[src/rtl/revaluate_pkg.sv]
// Shared definitions for the revaluate chi serializer slice.
// Contents: state geometry (row / slice / lane sizes), counter widths and
// the serializer FSM state type.
package revaluate_pkg;

  localparam int unsigned ROW_W       = 5;
  localparam int unsigned SLICE_W     = ROW_W * ROW_W;
  localparam int unsigned N_SLICES    = 64;

  // Bit-within-slice counters cover 0..24.
  localparam int unsigned CNT_W       = 5;
  // Slice counters must be able to hold 64, the end-of-frame value.
  localparam int unsigned SLICE_CNT_W = 7;

  typedef enum logic [1:0] {
    S_IDLE,
    S_FILL,
    S_STREAM,
    S_DONE
  } state_t;

endpackage

[src/rtl/revaluate_chi_row.sv]
// Combinational chi for one bit of a 5-bit row.
// Ports:
//   row - the five bits a[0..4, y] of one row
//   x   - column index 0..4
//   chi - a[x] ^ (~a[(x+1)%5] & a[(x+2)%5])
module revaluate_chi_row
  import revaluate_pkg::*;
(
  input  logic [ROW_W-1:0] row,
  input  logic [2:0]       x,
  output logic             chi
);

  // Doubling the row turns the mod-5 neighbour lookup into a plain offset.
  logic [2*ROW_W-1:0] row2;
  logic [3:0]         xi;

  assign row2 = {row, row};
  assign xi   = {1'b0, x};
  assign chi  = row2[xi] ^ (~row2[xi + 4'd1] & row2[xi + 4'd2]);

endmodule

[src/rtl/revaluate_chi_serializer.sv]
// Bit-serial chi stage: accepts the 1600-bit state one bit per beat
// (64 slices of 25 bits, slice-major, bit i = 5*y + x), applies chi per
// row and streams the result with the writer's framing strobes.
// Ports:
//   clk, rst       - clock, synchronous active-low reset
//   start          - one-cycle pulse starting a frame (honoured in IDLE only)
//   in_valid/in_bit/in_ready - serial input handshake
//   pin/en         - registered serial chi bit and its valid
//   co_c25         - with en on bit 24 of every slice
//   co_c64         - with en for every bit of slice 63
//   busy           - frame in progress
//   done           - one-cycle pulse the cycle after the last output bit
module revaluate_chi_serializer
  import revaluate_pkg::*;
(
  input  logic clk,
  input  logic rst,
  input  logic start,
  input  logic in_valid,
  input  logic in_bit,
  output logic in_ready,
  output logic pin,
  output logic en,
  output logic co_c25,
  output logic co_c64,
  output logic busy,
  output logic done
);

  state_t state, state_nxt;

  // Ping-pong slice buffers; fill_sel is written, emit_sel is streamed.
  logic [SLICE_W-1:0]     slice_buf [2];
  logic [1:0]             full;
  logic                   fill_sel, emit_sel;
  logic [CNT_W-1:0]       in_cnt, out_cnt;
  logic [SLICE_CNT_W-1:0] in_slice, out_slice;

  logic accept, emit, in_last, out_last, frame_last, running, chi_bit;
  logic [SLICE_W-1:0] emit_buf;
  logic [ROW_W-1:0]   row;
  logic [2:0]         x_idx, y_idx;

  assign running    = (state == S_FILL) || (state == S_STREAM);
  // DONE still counts as busy: the last output bit is on the port then.
  assign busy       = (state != S_IDLE);
  assign in_ready   = running && (in_slice < SLICE_CNT_W'(N_SLICES)) && !full[fill_sel];
  assign accept     = in_valid && in_ready;
  assign in_last    = (in_cnt == CNT_W'(SLICE_W - 1));

  assign emit       = (state == S_STREAM) && full[emit_sel];
  assign out_last   = (out_cnt == CNT_W'(SLICE_W - 1));
  assign frame_last = (out_slice == SLICE_CNT_W'(N_SLICES - 1));

  assign emit_buf   = slice_buf[emit_sel];
  assign x_idx      = 3'(out_cnt % CNT_W'(ROW_W));
  assign y_idx      = 3'(out_cnt / CNT_W'(ROW_W));

  always_comb begin
    row = '0;
    for (int unsigned r = 0; r < ROW_W; r++) begin
      if (y_idx == 3'(r)) row = emit_buf[r*ROW_W +: ROW_W];
    end
  end

  revaluate_chi_row u_chi_row (
    .row (row),
    .x   (x_idx),
    .chi (chi_bit)
  );

  always_ff @(posedge clk) begin
    if (!rst) state <= S_IDLE;
    else      state <= state_nxt;
  end

  always_comb begin
    state_nxt = state;
    unique case (state)
      S_IDLE:   if (start) state_nxt = S_FILL;
      S_FILL:   if (accept && in_last) state_nxt = S_STREAM;
      S_STREAM: if (emit && out_last && frame_last) state_nxt = S_DONE;
      S_DONE:   state_nxt = S_IDLE;
      default:  state_nxt = S_IDLE;
    endcase
  end

  always_ff @(posedge clk) begin
    if (!rst) begin
      slice_buf[0] <= '0;
      slice_buf[1] <= '0;
      full         <= '0;
      fill_sel     <= 1'b0;
      emit_sel     <= 1'b0;
      in_cnt       <= '0;
      out_cnt      <= '0;
      in_slice     <= '0;
      out_slice    <= '0;
      pin          <= 1'b0;
      en           <= 1'b0;
      co_c25       <= 1'b0;
      co_c64       <= 1'b0;
      done         <= 1'b0;
    end else begin
      if ((state == S_IDLE) && start) begin
        full      <= '0;
        fill_sel  <= 1'b0;
        emit_sel  <= 1'b0;
        in_cnt    <= '0;
        out_cnt   <= '0;
        in_slice  <= '0;
        out_slice <= '0;
      end

      // Fill and emit never target the same buffer in one cycle (one needs
      // it empty, the other full), so both flag updates can land together.
      if (accept) begin
        slice_buf[fill_sel][in_cnt] <= in_bit;
        if (in_last) begin
          full[fill_sel] <= 1'b1;
          fill_sel       <= !fill_sel;
          in_cnt         <= '0;
          in_slice       <= in_slice + 1'b1;
        end else begin
          in_cnt <= in_cnt + 1'b1;
        end
      end

      if (emit) begin
        if (out_last) begin
          full[emit_sel] <= 1'b0;
          emit_sel       <= !emit_sel;
          out_cnt        <= '0;
          out_slice      <= out_slice + 1'b1;
        end else begin
          out_cnt <= out_cnt + 1'b1;
        end
      end

      pin    <= emit && chi_bit;
      en     <= emit;
      co_c25 <= emit && out_last;
      co_c64 <= emit && frame_last;
      // Registered so the pulse trails the last en by one cycle.
      done   <= (state == S_DONE);
    end
  end

endmodule
[config.mk]
export PLATFORM = sky130hd
export DESIGN_NAME = revaluate_chi_serializer
export DESIGN_NICKNAME = d
export VERILOG_FILES = /design/src/rtl/revaluate_pkg.sv /design/src/rtl/revaluate_chi_row.sv /design/src/rtl/revaluate_chi_serializer.sv
export SDC_FILE = /design/constraint.sdc
export NUM_CORES = 1
export LEC_CHECK = 0
export CORE_MARGIN = 1
export CORE_UTILIZATION = 40
export DETAILED_ROUTE_END_ITERATION = 10
export SKIP_CTS_REPAIR_TIMING = 1
export SYNTH_ARGS = -nofsm -noshare
export SYNTH_HDL_FRONTEND = slang
export SYNTH_SLANG_ARGS = --single-unit
[constraint.sdc]
create_clock -name clk -period 16 [get_ports clk]
set_input_delay 3.2 -clock clk [delete_from_list [all_inputs] [get_ports clk]]
set_output_delay 3.2 -clock clk [all_outputs]
set_load 0.02 [all_outputs]
* After elaboration in Yosys (flattened, before gate mapping)
Memories as Yosys holds them, arrays and structs flattened. A register that Yosys moved wholly into a read port is not among the register bits.
Cells that the tools add are included.
** Word-level totals
- Register bits :: 35
- Latch bits :: 0
- RAM bits :: 50
- Memory bits (read-only) :: 0
- Input bits :: 5
- Output and inout port bits :: 7
- Memories kept :: 1
** Memories
- slice_buf :: words 2, bits a word 25, read ports 1, clocked after Yosys merged registers in 1, write ports 2, line revaluate_chi_serializer.sv:33 : logic [SLICE_W-1:0] slice_buf [2];
** Cells by class
- $add $sub $neg :: 6
- Multiply operators :: 0
- Div/mod/pow operators :: 2
- Magnitude comparators :: 10
- Equality and inequality tests :: 13
- Shift-type cells :: 0
- Multiplexer cells :: 57
- Bitwise operators :: 6
- Reductions and logical operators :: 24
** Operators with widths (count)
- $mux 25 :: 3
- $mux 5 :: 10
- $mux 7 :: 6
- $reduce_or 25->1 :: 1
- $mux 1 :: 21
- $mux 2 :: 10
- $add 7x1->7 const B :: 2
- $logic_and 1x1->1 :: 13
- $add 5x1->5 const B :: 2
- $eq 5x5->1 const B :: 2
- $lt 4x5->1 const B :: 2
- $bmux 1 s4 :: 2
- $pmux 2 s4 :: 1
- $eq 7x6->1 const B :: 1
- $lt 7x7->1 const B :: 1
- $eq 3x2->1 const B :: 2
- $lt 5x6->1 const B :: 1
- $reduce_bool 2->1 :: 3
- $demux 1 s5 :: 1
- $div 5x3->5 const B :: 1
- $ge 5x1->1 const B :: 1
- $lt 3x5->1 const B :: 1
- $mod 5x3->5 const B :: 1
- $add 3x1->4 const B :: 1
- other kinds (22) :: 29

* Longest topological paths before layout
- Depth after elaboration :: 13
- Mapped depth :: 23
- Gate-level depth less buffers :: 20

* By module
From an unflattened synthesis, not the netlist that was laid out.
** Unflattened totals
- Cell total of the unflattened synthesis :: 503
- Area, all modules :: 4818.4 um^2
** Modules (own cells, without submodules)
- revaluate_chi_serializer :: instances 1, cells an instance 475, area each 4505.6 um^2, seq. area each 2222.1 um^2
- revaluate_chi_row :: instances 1, cells an instance 28, area each 312.8 um^2, seq. area each 0.0 um^2

* Least setup slack after synthesis
OpenSTA, ideal clock, no wires.
- Kind :: reg-to-reg
- From :: register out_cnt[2]
- To :: register pin
- Data arrival time :: 4.991 ns
- Setup slack :: 10.939 ns
- Cell stages (with the launch flop) :: 23
- Path buffers :: 3
- Period minus slack after synthesis :: 5.061 ns
- Cells stage by stage :: dfxtp_1 -> buf_6 -> inv_1 -> ha_1 -> nand2_1 -> o31ai_1 -> nor3_1 -> a211oi_1 -> ha_1 -> nor3_1 -> a31o_2 -> o311a_4 -> xnor2_4 -> inv_2 -> buf_4 -> ha_1 -> or4_1 -> buf_2 -> a311o_1 -> o221ai_1 -> a31oi_1 -> or3_1 -> a21oi_1
** Between the ends
- Longest elaborated chain between the ends :: 13
- Elaborated cells on any way between the ends :: 24
- Those cells by class :: add/sub: 2; div: 2; eq/ne: 4; mux: 11; bitwise: 3; reduce/logical: 2
** RTL lines
- start, declared :: line revaluate_chi_serializer.sv:36 : logic [CNT_W-1:0] in_cnt, out_cnt;
- start signal, assigned :: line revaluate_chi_serializer.sv:136 : out_cnt <= out_cnt + 1'b1;
- $div 5x3->5 :: line revaluate_chi_serializer.sv:57 : assign y_idx = 3'(out_cnt / CNT_W'(ROW_W));
- $logic_not 3->1 :: line revaluate_chi_serializer.sv:62 : if (y_idx == 3'(r)) row = emit_buf[r*ROW_W +: ROW_W];
- $mux 5 (5 in a row) :: line revaluate_chi_serializer.sv:62
- $bmux 1 s4 :: line revaluate_chi_row.sv:20 : assign chi = row2[xi] ^ (~row2[xi + 4'd1] & row2[xi + 4'd2]);
- $mux 1 (implied by the code) :: line revaluate_chi_row.sv:20
- $not 1->1 :: line revaluate_chi_row.sv:20
- $and 1x1->1 :: line revaluate_chi_row.sv:20
- $xor 1x1->1 * :: line revaluate_chi_row.sv:20
- $logic_and 1x1->1 * :: line revaluate_chi_serializer.sv:140 : pin <= emit && chi_bit;
- end signal, assigned :: line revaluate_chi_serializer.sv:140
- end, declared :: line revaluate_chi_serializer.sv:22 : output logic pin,
Mark *: on every way between the ends. The rest lies on a longest branch, timed or not. The select of a mux whose other input is x is not followed.
A chain may end at the register's enable or synchronous reset.

* Final worst setup path
Ends and elaborated chain as after synthesis.

==> summary.txt <==
Final layout
  – Share of layout cells above drive strength 1: 7.612%
  – # fillers: 1,200
  – # nets final: 600
  – Final core occ: 45.03%
  – Final instance area: 5752 um^2
  – Area delta synth->final: 8.267%
  – ANT cells: 0

Synth
  – Gate Count Post-Synth: 587
  – Post-synth EDFFs: 50
  – Synth Area per Inst: 9.050 um^2
  – #FFs+latches synth: 86
  – Mapped Area: 5313 um^2
  – Mapped Nets: 614
  – Yosys cell types: 76
  – Top-area cell type share of the netlist area: 28.26%
  – Area leader, netlist: edfxtp_1
  – Largest cells by area after synthesis: edfxtp_1, dfxtp_1, o21ai_0, ha_1, nor2_1
  – Seq/Total Area, Yosys: 41.83%
  – Top_reg_cell synth: edfxtp_1
  – Async SR Flop Fraction: 0%
  – Most numerous cell in the Yosys netlist: o21ai_0
  – Ys Warns: 0
  – Synth top cells by count: o21ai_0, nor2_1, edfxtp_1, nand2_1, dfxtp_1

CTS
  – TritonCTS clock tree: built
  – Max clock buf depth: 2
  – Htree depth: 3
  – CTS buffer count: 9
  – Clock root cell: clkbuf_16
  – Clk pin slew, worst setup/hold paths: 0.07 ns
  – Clk_lat worst skew: 0.34 ns
  – Clock sink total: 86

Critical path
  – Worst EP arrival: 6.18 ns
  – Crit-path max FO: 16
  – Crit path capture type: register
  – Largest stage delay, worst path: 0.70 ns
  – CP startpoint kind: register
  – R2R cell count: 19
  – R2R Setup Slk: 10.08 ns
  – Setup CP Type: reg -> reg
  – Crit path max-delay cell type: dfxtp_1
  – Crit path cell chain: inv_1 > ha_1 > nand2_1 > o31ai_1 > nor3_1 > a211oi_1 > ha_1 > nor3_1 > a31o_2 > o311a_4 > xnor2_4 > inv_2 > ha_1 > or4_1 > a311o_1 > o221ai_1 > a31oi_1 > or3_1 > a21oi_1
  – Worst Path Required: 16.27 ns
  – CP most frequent cell: ha_1
  – RR Endpoint: pin
  – Crit Reg-Reg Startpoint: out_cnt[2]

Global routing
  – GRT Util Overall: 18.84%
  – Global-route wire length before repair: 19.66 mm
  – Initial antenna violation count: 0
  – Largest net degree at the start of global routing: 88
  – Vias in the first global route: 3,914
  – Total grt overflow: 0

Power and ir drop
  – VDD IR max: 0.06605 mV
  – LEAKAGE: 1.953 nW
  – PD cells: 93.77 nW/um^2
  – Design Power: 539.4 uW

Floorplanning
  – Initial core utilization: 41.59%
  – Die X: 117.2 um
  – Die Y-Extent: 117.2 um
  – Die area: 13,750 um^2
  – Core Area: 12,770 um^2
  – Cell Rows: 41
  – # IOs: 12

Placed design
  – Dpl cell area: 5463 um^2
  – Port bufs: 11
  – GPL Wtd Cong: 0.8308
  – Post-DP HPWL: 8.285 mm

Detailed routing
  – WL/cell: 16.10 um
  – Drt pass-1 iters: 7
  – Post-detailed-route via-to-cell ratio: 5.648
  – Initial DRC count: 457
  – Residual DRC count: 0
  – WL final: 12.07 mm
  – DR vias: 4,236
  – ANT nets after route: 0

Outcome
  – Outcome: complete, no violations

Hold path
  – Min-Delay Path Depth: 1
  – Worst Hold Class: reg -> reg
  – Hold Crit Start: out_slice[6]
  – Hold endpoint: co_c64

STA
  – Minimum clock period: 5.919 ns
  – Endpoints failing setup: 0
  – Rel. slew slack: 52.05%
  – Pins Over Slew Limit: 0
  – Setup Skew: 0.006646 ns
  – Setup_tns: 0 ns
  – Fmax: 169.0 MHz
  – Worst slew pin tran: 0.7192 ns
  – RSZ-0062 raised after global routing: no
  – Final Hold Vio Count: 0
  – Fin crit share: 36.99%

Job
  – Max_cap viols: 0
## through the flow
| stage | hold slack [ns] | setup slack [ns] | cells |
|---|---|---|---|
| CTS | 0.4608 | 10.14 | 750 |
| detailed placement | 0.4404 | 10.16 | 734 |
| global placement | 0.4221 | 10.36 | 734 |
| global route | 0.4833 | 9.626 | 750 |
| finish | 0.4612 | 10.08 | 750 |
| floorplan | 0.4099 | 10.94 | 587 |
## state kept, by name, summed over array words and instances (netlist names), named ones only
signal / cells
in_cnt: 5
emit_sel: 1
out_slice: 7
pin: 1
in_slice: 7
en: 1
co_c64: 1
state: 2
fill_sel: 1
full: 2
co_c25: 1
out_cnt: 5
slice_buf: 50
done: 1
## cell type report
type | count | area, um^2 | area share [%]
multi-input cells | 448 | 2849 | 49.53
clock inverters | 7 | 63.81 | 1.109
well taps | 172 | 215.2 | 3.742
flip-flops and latches | 86 | 2222 | 38.63
inverters | 15 | 56.30 | 0.9789
repair buffers | 13 | 120.1 | 2.088
clock buffers | 9 | 225.2 | 3.916
## per-layer routing
metal  up-vias  track usage, %  routed length, um
met4         0           5.063                 93
met3         4           4.222                425
met2        80           30.27               5766
li1       2105               -                  -
met1      2047           25.54               5786
met5         -               0                  0
## worst max path at each step
stage	startpoint	endpoint	slack, ns	cells past startpoint
global route	out_cnt[2]	pin	9.63	19
CTS	out_cnt[2]	pin	10.14	19
floorplan	out_cnt[2]	pin	10.94	22
finish	out_cnt[2]	pin	10.08	19
global placement	out_cnt[2]	pin	10.36	19
detailed placement	out_cnt[2]	pin	10.16	19
## report_power, final
group / total (mW) / internal, mW / switching (mW)
Sequential: 0.249 / 0.243 / 0.00576
Clock: 0.208 / 0.120 / 0.0879
Combinational: 0.0826 / 0.0307 / 0.0519
## worst max-delay path, delay by kind of cell (launching register included)
family	cells	cell delay [ns]
AO/OA/AOI/OAI	8	2.25
XOR/XNOR	1	0.31
adder cells (fa/ha/maj)	3	0.91
buffers and inverters	2	0.37
flip-flops	1	0.70
AND/OR/NAND/NOR	5	1.28
## logic make-up (layout without fill, tap and decap cells)
family,Yosys count,in the layout,synth area share [%]
AO/OA/AOI/OAI,158,158,19.43
AND/OR/NAND/NOR,232,232,21.60
flip-flops,86,86,41.83
multiplexers,32,32,6.406
buffers and inverters,53,44,4.545
XOR/XNOR,4,4,1.013
adder cells (fa/ha/maj),22,22,5.181
## cell usage in the layout (no fill, tap or decap), drive strengths merged, types with 9 or more instances in the layout
| master | synthesis | layout |
|---|---|---|
| dfxtp | 36 | 36 |
| and2 | 13 | 13 |
| mux2i | 26 | 26 |
| nand3 | 18 | 18 |
| nand2 | 49 | 49 |
| o21ai | 77 | 77 |
| nor3 | 12 | 12 |
| nor2 | 72 | 72 |
| ha | 22 | 22 |
| a31oi | 10 | 10 |
| and3 | 11 | 11 |
| clkdlybuf4s50 | 0 | 10 |
| edfxtp | 50 | 50 |
| clkbuf | 22 | 9 |
| a21oi | 17 | 17 |
| nor2b | 16 | 16 |
| inv | 15 | 16 |
Power figures use the tool's default switching activity.
